File: src/rtl/memory_stage.sv
// Memory pipeline stage: data-memory loads/stores, stack push/pop, registered write-back,
// and the interrupt-entry / return-from-interrupt save/restore sequencer.
module memory_stage #(
  parameter int ADDR_W = 11,
  parameter logic [ADDR_W-1:0] SP_INIT = 11'h7FF
) (
  input  logic              clk,
  input  logic              reset,
  input  logic [15:0]       alu_result,
  input  logic [15:0]       store_data,
  input  logic              mem_read,
  input  logic              mem_write,
  input  logic [1:0]        stack_op,
  input  logic              wb_in,
  input  logic [2:0]        rd_in,
  input  logic              interrupt,
  input  logic [15:0]       int_pc,
  input  logic [2:0]        flags_in,
  input  logic              rti,
  input  logic [15:0]       mem_rdata,
  output logic [ADDR_W-1:0] mem_addr,
  output logic [15:0]       mem_wdata,
  output logic              mem_we,
  output logic              mem_re,
  output logic [15:0]       wb_data,
  output logic              wb_en,
  output logic [2:0]        rd_out,
  output logic [ADDR_W-1:0] sp,
  output logic              stall,
  output logic [1:0]        state_type,
  output logic [2:0]        save_state_counter,
  output logic [15:0]       restored_pc,
  output logic              pc_load
);

  typedef enum logic [1:0] {
    ST_IDLE = 2'd0,
    ST_SAVE = 2'd1,
    ST_RET  = 2'd2
  } state_e;

  localparam logic [ADDR_W-1:0] SP_ONE = {{(ADDR_W-1){1'b0}}, 1'b1};
  localparam logic [ADDR_W-1:0] SP_TWO = {{(ADDR_W-2){1'b0}}, 2'b10};

  state_e            state_q, state_d;
  logic [2:0]        cnt_q, cnt_d;
  logic              pending_q, pending_d;
  logic [ADDR_W-1:0] sp_q, sp_d;
  logic [15:0]       wb_data_q, wb_data_d;
  logic              wb_en_q, wb_en_d;
  logic [2:0]        rd_q, rd_d;
  logic [15:0]       rpc_q, rpc_d;
  logic              pc_load_q, pc_load_d;

  logic [ADDR_W-1:0] sp_p1_s, sp_p2_s, sp_m1_s, addr_s;
  logic [15:0]       wdata_s;
  logic              we_s, re_s, stall_s;

  assign sp_p1_s = sp_q + SP_ONE;
  assign sp_p2_s = sp_q + SP_TWO;
  assign sp_m1_s = sp_q - SP_ONE;

  // Next-state, memory-port and stall decode for idle ops and both sequences.
  always_comb begin
    state_d   = state_q;
    cnt_d     = cnt_q;
    pending_d = pending_q;
    sp_d      = sp_q;
    wb_data_d = wb_data_q;
    wb_en_d   = wb_en_q;
    rd_d      = rd_q;
    rpc_d     = rpc_q;
    pc_load_d = 1'b0;
    addr_s    = alu_result[ADDR_W-1:0];
    wdata_s   = store_data;
    we_s      = 1'b0;
    re_s      = 1'b0;
    stall_s   = 1'b0;
    case (state_q)
      ST_IDLE: begin
        // A pending interrupt also stalls so the held op is not executed underneath it.
        stall_s = interrupt | rti | pending_q;
        if (interrupt || pending_q) begin
          state_d   = ST_SAVE;
          cnt_d     = 3'd1;
          pending_d = 1'b0;
          wb_en_d   = 1'b0;
        end else if (rti) begin
          state_d = ST_RET;
          cnt_d   = 3'd1;
          wb_en_d = 1'b0;
        end else begin
          rd_d    = rd_in;
          wb_en_d = wb_in;
          if (stack_op == 2'd1) begin
            addr_s    = sp_q;
            we_s      = 1'b1;
            sp_d      = sp_m1_s;
            wb_en_d   = 1'b0;
            wb_data_d = alu_result;
          end else if (stack_op == 2'd2) begin
            addr_s    = sp_p1_s;
            re_s      = 1'b1;
            sp_d      = sp_p1_s;
            wb_data_d = mem_rdata;
          end else if (mem_write) begin
            we_s      = 1'b1;
            wb_en_d   = 1'b0;
            wb_data_d = alu_result;
          end else if (mem_read) begin
            re_s      = 1'b1;
            wb_data_d = mem_rdata;
          end else begin
            wb_data_d = alu_result;
          end
        end
      end
      ST_SAVE: begin
        stall_s   = 1'b1;
        wb_en_d   = 1'b0;
        pending_d = pending_q | interrupt;
        case (cnt_q)
          3'd1: begin
            addr_s  = sp_q;
            wdata_s = int_pc;
            we_s    = 1'b1;
            sp_d    = sp_m1_s;
            cnt_d   = 3'd2;
          end
          3'd2: begin
            addr_s  = sp_q;
            wdata_s = {13'b0, flags_in};
            we_s    = 1'b1;
            sp_d    = sp_m1_s;
            cnt_d   = 3'd3;
          end
          default: begin
            state_d = ST_IDLE;
            cnt_d   = 3'd0;
          end
        endcase
      end
      ST_RET: begin
        stall_s   = 1'b1;
        wb_en_d   = 1'b0;
        pending_d = pending_q | interrupt;
        case (cnt_q)
          3'd1: begin
            cnt_d = 3'd2;
          end
          3'd2: begin
            addr_s    = sp_p2_s;
            re_s      = 1'b1;
            rpc_d     = mem_rdata;
            pc_load_d = 1'b1;
            cnt_d     = 3'd3;
          end
          default: begin
            // Flags word is presented on mem_rdata here for the ALU stage.
            addr_s  = sp_p1_s;
            re_s    = 1'b1;
            sp_d    = sp_p2_s;
            state_d = ST_IDLE;
            cnt_d   = 3'd0;
          end
        endcase
      end
      default: begin
        state_d = ST_IDLE;
        cnt_d   = 3'd0;
      end
    endcase
  end

  // State, stack pointer and write-back registers.
  always_ff @(posedge clk) begin
    if (reset) begin
      state_q   <= ST_IDLE;
      cnt_q     <= 3'd0;
      pending_q <= 1'b0;
      sp_q      <= SP_INIT;
      wb_data_q <= 16'h0000;
      wb_en_q   <= 1'b0;
      rd_q      <= 3'd0;
      rpc_q     <= 16'h0000;
      pc_load_q <= 1'b0;
    end else begin
      state_q   <= state_d;
      cnt_q     <= cnt_d;
      pending_q <= pending_d;
      sp_q      <= sp_d;
      wb_data_q <= wb_data_d;
      wb_en_q   <= wb_en_d;
      rd_q      <= rd_d;
      rpc_q     <= rpc_d;
      pc_load_q <= pc_load_d;
    end
  end

  assign mem_addr           = addr_s;
  assign mem_wdata          = wdata_s;
  assign mem_we             = we_s & ~reset;
  assign mem_re             = re_s;
  assign stall              = stall_s;
  assign wb_data            = wb_data_q;
  assign wb_en              = wb_en_q;
  assign rd_out             = rd_q;
  assign sp                 = sp_q;
  assign state_type         = state_q;
  assign save_state_counter = cnt_q;
  assign restored_pc        = rpc_q;
  assign pc_load            = pc_load_q;

endmodule
File: config.mk
export PLATFORM = sky130hd
export DESIGN_NAME = memory_stage
export DESIGN_NICKNAME = d
export VERILOG_FILES = /design/src/rtl/memory_stage.sv
export SDC_FILE = /design/constraint.sdc
export NUM_CORES = 1
export LEC_CHECK = 0
export ABC_AREA = 1
export CAP_MARGIN = 20
export CORE_MARGIN = 2
export CORE_UTILIZATION = 46
export DETAILED_ROUTE_END_ITERATION = 8
export PLACE_DENSITY = 0.83
export REMOVE_ABC_BUFFERS = 1
export SLEW_MARGIN = 20
export SYNTH_ARGS = -nofsm -noshare
export SYNTH_HDL_FRONTEND = slang
export SYNTH_SLANG_ARGS = --single-unit
export TNS_END_PERCENT = 30
File: constraint.sdc
create_clock -name clk -period 2.34 [get_ports clk]
set_input_delay 0.351 -clock clk [delete_from_list [all_inputs] [get_ports clk]]
set_output_delay 0.351 -clock clk [all_outputs]
set_load 0.05 [all_outputs]
* Word-level counts from Yosys, hierarchy flattened *
Index checks and enable logic that the tools add are counted.
Widths: inputs -> output; s select.

storage, ports and cells
  bits in registers = 54
  bits of input ports = 79
  output and inout bits = 83
  logic and storage cells = 99

cells by class
  add/sub/neg operators = 3
  eq/ne operators = 14
  multiplexer cells = 53
  bitwise gates (word level) = 8
  reductions and logical operators = 12

operators by type and width
  cell                   count
  $mux 11                11
  $mux 16                5
  $pmux 11 s3            2
  $pmux 16 s2            1
  $pmux 11 s2            1
  $mux 1                 20
  $ne 2x2->1 const B     6
  $add 11x1->11 const B  1
  $add 11x2->11 const B  1
  $sub 11x1->11 const B  1
  $pmux 1 s2             5
  $pmux 2 s2             2
  $mux 2                 3
  $mux 3                 2
  $ne 3x3->1 const B     2
  $pmux 3 s2             1
  $reduce_and 2->1       3
  $reduce_and 6->1       1
  $reduce_or 2->1        3
  $eq 2x1->1 const B     2
  $eq 2x2->1 const B     2
  $not 1->1              4
  $eq 3x1->1 const B     1
  $eq 3x2->1 const B     1
  7 further kinds        9

* Logic depth before layout (Yosys ltp) *
Gate-level depths: netlist (run 1).

  depth after elaboration = 7
  depth in mapped cells = 13
  depth with buffers taken out = 12

* Worst setup path before layout (run 1) *
No wires, ideal clock.

  path type = register to output
  from = reg cnt_q[0], in the netlist save_state_counter[0]
  to = out mem_wdata[15]
  arrival = 2731 ps
  path slack = -742 ps
  stages on the path, launching flop included = 8
  path buffers = 2
  cell sequence = dfxtp_1 > inv_1 > ha_1 > buf_2 > inv_1 > nand2_1 > clkbuf_1 > o21ai_0

on the way
  cells in the longest elaborated chain, start to end = 3

RTL lines
  what                                      line  RTL
  start: declaration                        46    logic [2:0] cnt_q, cnt_d;
  start signal: assignment                  189   cnt_q <= cnt_d;
  $eq 3x2->1 or $eq 3x1->1 (tied branches)  122   case (cnt_q)
  $pmux 16 s2 (*)                           122
  $mux 16 (*)                               79    case (state_q)
  end: declaration                          22    output logic [15:0] mem_wdata,

Every way passes the cells marked *; elsewhere a longest branch is shown, timed or not.

* Worst setup path in the final report (run 1) *
  from = reg sp_q[1], in the netlist sp[1]
  to = out mem_addr[2]

on the way
  cells in the longest elaborated chain, start to end = 6

RTL lines
  what                      line  RTL
  start: declaration        48    logic [ADDR_W-1:0] sp_q, sp_d;
  start signal: assignment  191   sp_q <= sp_d;
  $add 11x1->11             59    assign sp_p1_s = sp_q + SP_ONE;
  $mux 11                   101   end else if (stack_op == 2'd2) begin
  $mux 11                   95    if (stack_op == 2'd1) begin
  $mux 11                   88    end else if (rti) begin
  $mux 11                   83    if (interrupt || pending_q) begin
  $pmux 11 s3 (*)           79
  end: declaration          21    output logic [ADDR_W-1:0] mem_addr,

Marked as above.

==> impl_results.md, run 1 <==
* Worst skew pair latency at 330 ps
* Max Cap Viol at 0
* Flops & latches, synth at 53
* Slew @ Worst Pin at 533 ps
* Final Slew Violations at 0
* WL/cell at 17.2 um
* Overflow after GRT at 0
* Critical path's slowest cell: dfxtp_4
* Total internal power at 4.32 mW
* Total power draw at 9.89 mW
* Num Clock Sinks at 53
* Final worst path period need at 2470 ps
* Mean Syn Cell Area at 6.13 um2
* Max rail drop VDD at 1.10 mV
* Min-Delay Startpoint: rd_out[1]$_SDFFE_PP0P_
* First-pass GRT wire length at 26900 um
* Worst Hold Class: reg2reg
* Cell taking the most area after synthesis: dfxtp_1
* Slowest cell delay on critical path at 410 ps
* GP Congestion at 0.977
* Cell variety after synth at 37
* Final Hold Viols at 0
* Max frequency at 404 MHz
* Initial Utilization at 47.2%
* Via density at 5.67
* Max clock buf depth at 2
* Top cells by area, synth: dfxtp_1 (24%), nand2_1 (17%), a21oi_1 (8.1%), o21ai_0 (7.3%), inv_1 (6.1%)
* Crit Path Class: reg2out
* WHS at 476 ps
* Post-DP HPWL at 12600 um
* H-tree Lvls at 2
* Die height at 101 um
* Post-synth EDFFs at 0
* Core area at 9200 um2
* Clk slew on worst S/H paths at 110 ps
* Critical Path, Cell by Cell: buf_6 -> clkinvlp_4 -> ha_4 -> inv_1 -> o21ai_0 -> o211ai_1 -> nand2_1 -> o21ai_1 -> nand2_1 -> buf_6
* Critical path arrival at 2120 ps
* Critical path buffers and inverters at 4
* Crit start category: flop
* Mapped Area at 4340 um2
* CTS tree: yes
* Row cnt at 35
* Combinational share of power at 79.4%
* Run status: finished with violations
* Warnings from Yosys at 0
* Root Buffer: clkbuf_8
* Clk pwr share at 7.1%
* Req. time, crit path at 1990 ps
* Initial antenna violation count at 0
* Number of DRC markers in iteration 0 at 514
* CP max FO at 5
* # DRC at 0
* Port Buffers at 160
* Ys flop type: dfxtp_1
* Origin of the worst setup path: sp[1]$_SDFFE_PP1P_
* Failing checks: setup timing
* Routed wire length at 17300 um
* Ant diodes at 0
* Antenna Nets Post-Route at 0
* CTS hold repair buffers at 0
* Layout cell share with drive strength beyond 1 at 22.6%
* Via count at 5719
* Register area share after synthesis at 24.4%
* FF-to-FF Start: sp[1]$_SDFFE_PP1P_
* Total CTS buffers at 5
* Pre-antenna DRT Iters at 5
* Final setup fails at 3
* Area Growth Syn to Fin at 61.5%
* IO Count at 162
* RSZ-0062 raised after global routing: yes
* Sw Ratio at 56.3%
* Pwr per Cell Area at 1410 nW/um2
* Sequential Power Share at 13.5%
* Setup Skew at 11.8 ps
* Die X at 101 um
* Sw power at 5.57 mW
* Die area at 10200 um2
* Final worst-path cycle share at 106%
* Asr flop ratio synth at 0%
* Synth top area share at 24.4%
* Crit path max-delay family: buffers and inverters
* Slew HR at 64.3%
* Layout Nets at 989
* Mapped Cells at 708
* Vias in the first global route at 5495
* Min setup slack post-route at -134 ps
* Largest net degree at the start of global routing at 34
* GRT Resource Usage Total at 32.3%
* P_leak at 3.18 nW
* Worst Setup End Kind: primary output
* FILL cells at 718
registers in the layout (all words and copies together), names as in the netlist:
signal,count
pc_load,1
pending_q,1
rd_out,3
restored_pc,16
save_state_counter,2
sp,11
state_type,2
wb_data,16
wb_en,1
cell usage in the layout (no fill, tap or decap), types with 3 or more instances in the layout:
cell type | synthesis | routed
nand2_1 | 202 | 192
clkdlybuf4s50_1 | 0 | 128
a21oi_1 | 70 | 66
buf_4 | 3 | 63
inv_1 | 71 | 59
o21ai_0 | 63 | 49
nand3_1 | 53 | 47
dfxtp_1 | 53 | 41
nor2_1 | 33 | 31
o211ai_1 | 20 | 20
o21ai_1 | 7 | 19
buf_12 | 0 | 18
inv_2 | 6 | 14
nand2_2 | 6 | 14
buf_6 | 4 | 14
xor2_1 | 11 | 9
ha_4 | 0 | 9
nor2_4 | 7 | 8
nand3_2 | 4 | 7
a22oi_1 | 8 | 7
dfxtp_2 | 0 | 7
nor2_2 | 4 | 5
a21oi_2 | 1 | 5
o22ai_1 | 6 | 5
clkbuf_8 | 0 | 5
dfxtp_4 | 0 | 5
nand2_4 | 2 | 4
nor3_1 | 4 | 4
nand3_4 | 0 | 3
o21ai_2 | 1 | 3
nand4_1 | 3 | 3
a221oi_1 | 3 | 3
ha_1 | 13 | 3
per-layer routing:
metal  wire (um)  up-vias  track usage, %
li1            -     2708               -
met1        6890     2614            42.2
met2        8250      338            53.7
met3        1700       59            7.04
met4         470        0            9.46
met5           0        -               0
timing repair:
action	in CTS	in global routing
setup buffers	6	11
gates resized for setup	48	71
pin swaps	5	15
endpoints found under the setup margin	29	29
power by group through the flow:
stage | logic [mW] | registers [mW] | clock network (mW)
after global placement | 6.76 | 1.30 | 0
after floorplan | 3.77 | 1.95 | 0
after CTS | 7.19 | 1.31 | 0.702
after global routing | 8.34 | 1.36 | 0.746
after detailed placement | 6.82 | 1.31 | 0
final | 7.85 | 1.34 | 0.702
per-stage QoR:
| step | std cells | instance area [um2] | TNS, ps | util, % | worst slack [ps] |
|---|---|---|---|---|---|
| floorplan | 664 | 4110 | -33940 | - | -1110 |
| global placement | 984 | 6360 | -350 | 69.1 | -111 |
| detailed placement | 984 | 6360 | -1050 | 69.1 | -144 |
| CTS | 998 | 6700 | -25.5 | 72.8 | -16.6 |
| global route | 1009 | 7010 | -861 | 76.2 | -161 |
| finish | 1009 | 7010 | -229 | 76.2 | -134 |
synthesized netlist by cell type (all sizes together) (4+ instances only):
cell type / n
o211ai: 20
ha: 13
dfxtp: 53
inv: 77
o21ai: 71
clkbuf: 15
o22ai: 6
nor3: 4
nor2: 45
buf: 29
nand3: 57
a21oi: 71
xor2: 13
nand2: 210
a22oi: 8
worst register-to-register path, delay by kind of cell, from the launching register on:
kind / cells / cell delay (ps)
adders and majority gates: 1 / 200
and+or+nand+nor: 7 / 600
AOI/OAI and AO/OA: 1 / 90
DFF: 1 / 410
buffers and inverters: 4 / 610
worst paths after layout:
check	end	slack, ps	depth (start not counted)
setup / recovery	mem_addr[2]	-130	10
hold / removal	rd_out[1]$_SDFFE_PP0P_	480	2
setup reg to reg	sp[3]$_SDFFE_PP1P_	330	13
hold reg to reg	rd_out[1]$_SDFFE_PP0P_	480	2
kinds of logic after synthesis:
| group | synth area share [%] |
|---|---|
| AO/OA/AOI/OAI | 23.9 |
| XOR/XNOR | 3.17 |
| adder cells (fa/ha/maj) | 3.75 |
| buffers and inverters | 12.1 |
| flip-flops | 24.4 |
| other | 0.0864 |
| AND/OR/NAND/NOR | 32.5 |
final cells by class:
type,instances,area [um2],share of cell area [%]
Tap cell,111,139,1.98
Clock inverter,3,47.5,0.678
Clock buffer,5,68.8,0.982
Multi-Input combinational cell,532,3050,43.5
Timing Repair Buffer,226,2310,32.9
Sequential cell,53,1090,15.5
Inverter,79,310,4.43
Note: power is estimated with default switching activity, not from simulation.
==> inputs of run 2 (changes only) <==
Settings changed: CAP_MARGIN 20 to not set, CTS_CLUSTER_SIZE set to 40, TNS_END_PERCENT 30 to not set.
==> run 2 against run 1 <==
The flow still finishes with violations (setup timing). Sequential cell count unchanged. First-iteration DRC count increased by 1.9%. Non-clock buffer count increased by 2. Cell count increased by 0.20%. Largest power group unchanged. Highest routed layer unchanged.
==> impl_results.md, run 2 (synthesis gave the netlist of run 1 again) <==
* Worst Setup End Kind: primary output
* Max rail drop VDD at 1.11 mV
* Critical path arrival at 2050 ps
* Routed wire length at 17300 um
* Final worst path period need at 2400 ps
* Post-place setup slack at -144 ps
* Final Hold Viols at 0
* Min-Delay Startpoint: wb_en$_SDFFE_PP0N_
* Req. time, crit path at 1990 ps
* WL/cell at 17.1 um
* Sequential Power Share at 13.4%
* IO Count at 162
* Crit start category: flop
* Die X at 101 um
* Hold Path Stages at 2
* Worst skew pair latency at 330 ps
* Commonest non-fill, non-tap cell in the layout: nand2_1
* WHS at 469 ps
* Total internal power at 4.36 mW
* RSZ-0062 raised after global routing: yes
* # DRC at 0
* Run status: finished with violations
* R2R depth at 13
* P_leak at 3.19 nW
* Die height at 101 um
* Row cnt at 35
* GP Congestion at 0.977
* H-tree Lvls at 2
* Number of DRC markers in iteration 0 at 524
* Placed standard-cell area at 6360 um2
* Slew @ Worst Pin at 538 ps
* CTS tree: yes
* Vias in the first global route at 5495
* Max frequency at 417 MHz
* Clk slew on worst S/H paths at 110 ps
* Worst Hold Class: reg2reg
* Most frequent cells in the layout: nand2_1 (192), clkdlybuf4s50_1 (128), a21oi_1 (66)
* GRT Resource Usage Total at 32.3%
* Min setup slack post-route at -60.4 ps
* Num Clock Sinks at 53
* Register-to-register setup slack at 320 ps
* Root Buffer: clkbuf_8
* Layout cell share with drive strength beyond 1 at 23.0%
* Sw power at 5.58 mW
* Failing checks: setup timing
* Initial Utilization at 47.2%
* Total CTS buffers at 5
* First-pass GRT wire length at 26900 um
* Clk pwr share at 7.0%
* Via density at 5.65
* CP max FO at 5
* Post-DP HPWL at 12600 um
* Final Instance Area at 7040 um2
* Layout Nets at 991
* Max Cap Viol at 0
* Final worst-path cycle share at 103%
* Pwr per Cell Area at 1410 nW/um2
* Largest net degree at the start of global routing at 34
* Hold EP: wb_en$_SDFFE_PP0N_
* Core area at 9200 um2
* Overflow after GRT at 0
* FF-to-FF Start: sp[1]$_SDFFE_PP1P_
* Final setup fails at 4
* Total Neg Setup Slack at -120 ps
* FILL cells at 716
* Via count at 5712
* Combinational share of power at 79.6%
* CTS hold repair buffers at 0
* Area of the multi-input gates at 3050 um2
* Final Slew Violations at 0
* RR Endpoint: sp[3]$_SDFFE_PP1P_
* Die area at 10200 um2
* Ant diodes at 0
* Area Growth Syn to Fin at 62.1%
* Crit Path Class: reg2out
* Reg area at 1090 um2
* Sw Ratio at 56.1%
* Antenna Nets Post-Route at 0
* Setup Skew at 13.8 ps
* Initial antenna violation count at 0
* Pre-antenna DRT Iters at 5
* Port Buffers at 160
* Max clock buf depth at 2
* Slew HR at 64.0%
## run 2: cell count changes in the layout (fill, tap and decap cells not counted)
| cell | delta |
|---|---|
| o21ai_0 | +3 |
| inv_4 | +1 |
| o21ai_2 | +1 |
| inv_1 | -1 |
| dfxtp_2 | +1 |
| buf_6 | +2 |
| dfxtp_4 | -1 |
| o21ai_1 | -4 |
## run 2: critical path: stages, from the launching register on
cell        delay (ps)
dfxtp_4            410
buf_6              130
clkinvlp_4         170
ha_4               320
inv_2               30
o21ai_1            110
o211ai_1           110
nand2_1            110
o21ai_1             80
nand2_1            110
buf_6              160
## run 2: what timing repair did
item	in CTS	in global routing
pin swaps	5	23
setup buffers	6	13
resized for setup	48	72
gates cloned	0	0
endpoints found under the setup margin	29	29
## run 2: cell type report
type,instances,share of cell area [%]
Clock inverter,3,0.676
Sequential cell,53,15.4
Timing Repair Buffer,228,33.1
Multi-Input combinational cell,532,43.4
Inverter,79,4.45
Clock buffer,5,0.978
Tap cell,111,1.97
## run 2: power groups by stage
stage	Combinational [mW]	Sequential (mW)	Clock (mW)
after floorplan	3.77	1.95	0
after global placement	6.76	1.30	0
after detailed placement	6.82	1.31	0
after CTS	7.19	1.31	0.702
after global routing	8.41	1.36	0.741
final	7.91	1.33	0.697
## run 2: metrics by stage
stage	utilization (%)	total power, mW	instances
2_1_floorplan	-	5.72	664
3_3_place_gp	69.1	8.06	984
3_5_place_dp	69.1	8.13	984
4_1_cts	72.8	9.20	998
5_1_grt	76.5	10.5	1011
6_report	76.5	9.94	1011
## run 2: worst max-delay path by stage
| stage | slack, ps | to | cells past startpoint | startpoint |
|---|---|---|---|---|
| 6_report | -60 | mem_addr[2] | 10 | sp[1]$_SDFFE_PP1P_ |
| 5_1_grt | -120 | mem_addr[1] | 10 | sp[1]$_SDFFE_PP1P_ |
| 4_1_cts | -20 | mem_addr[5] | 10 | sp[1]$_SDFFE_PP1P_ |
| 3_5_place_dp | -140 | mem_addr[0] | 10 | stack_op[1] |
| 3_3_place_gp | -110 | mem_addr[0] | 10 | stack_op[1] |
| 2_1_floorplan | -1110 | mem_addr[5] | 11 | save_state_counter[0]$_SDFFE_PP0N_ |
## run 2: layer usage
metal | up-vias | part of all wire [%] | GRT usage, %
met5 | - | 0 | 0
met4 | 0 | 2.8 | 9.46
met3 | 55 | 9.1 | 7.04
met2 | 316 | 47 | 53.7
met1 | 2636 | 41 | 42.2
li1 | 2705 | - | -
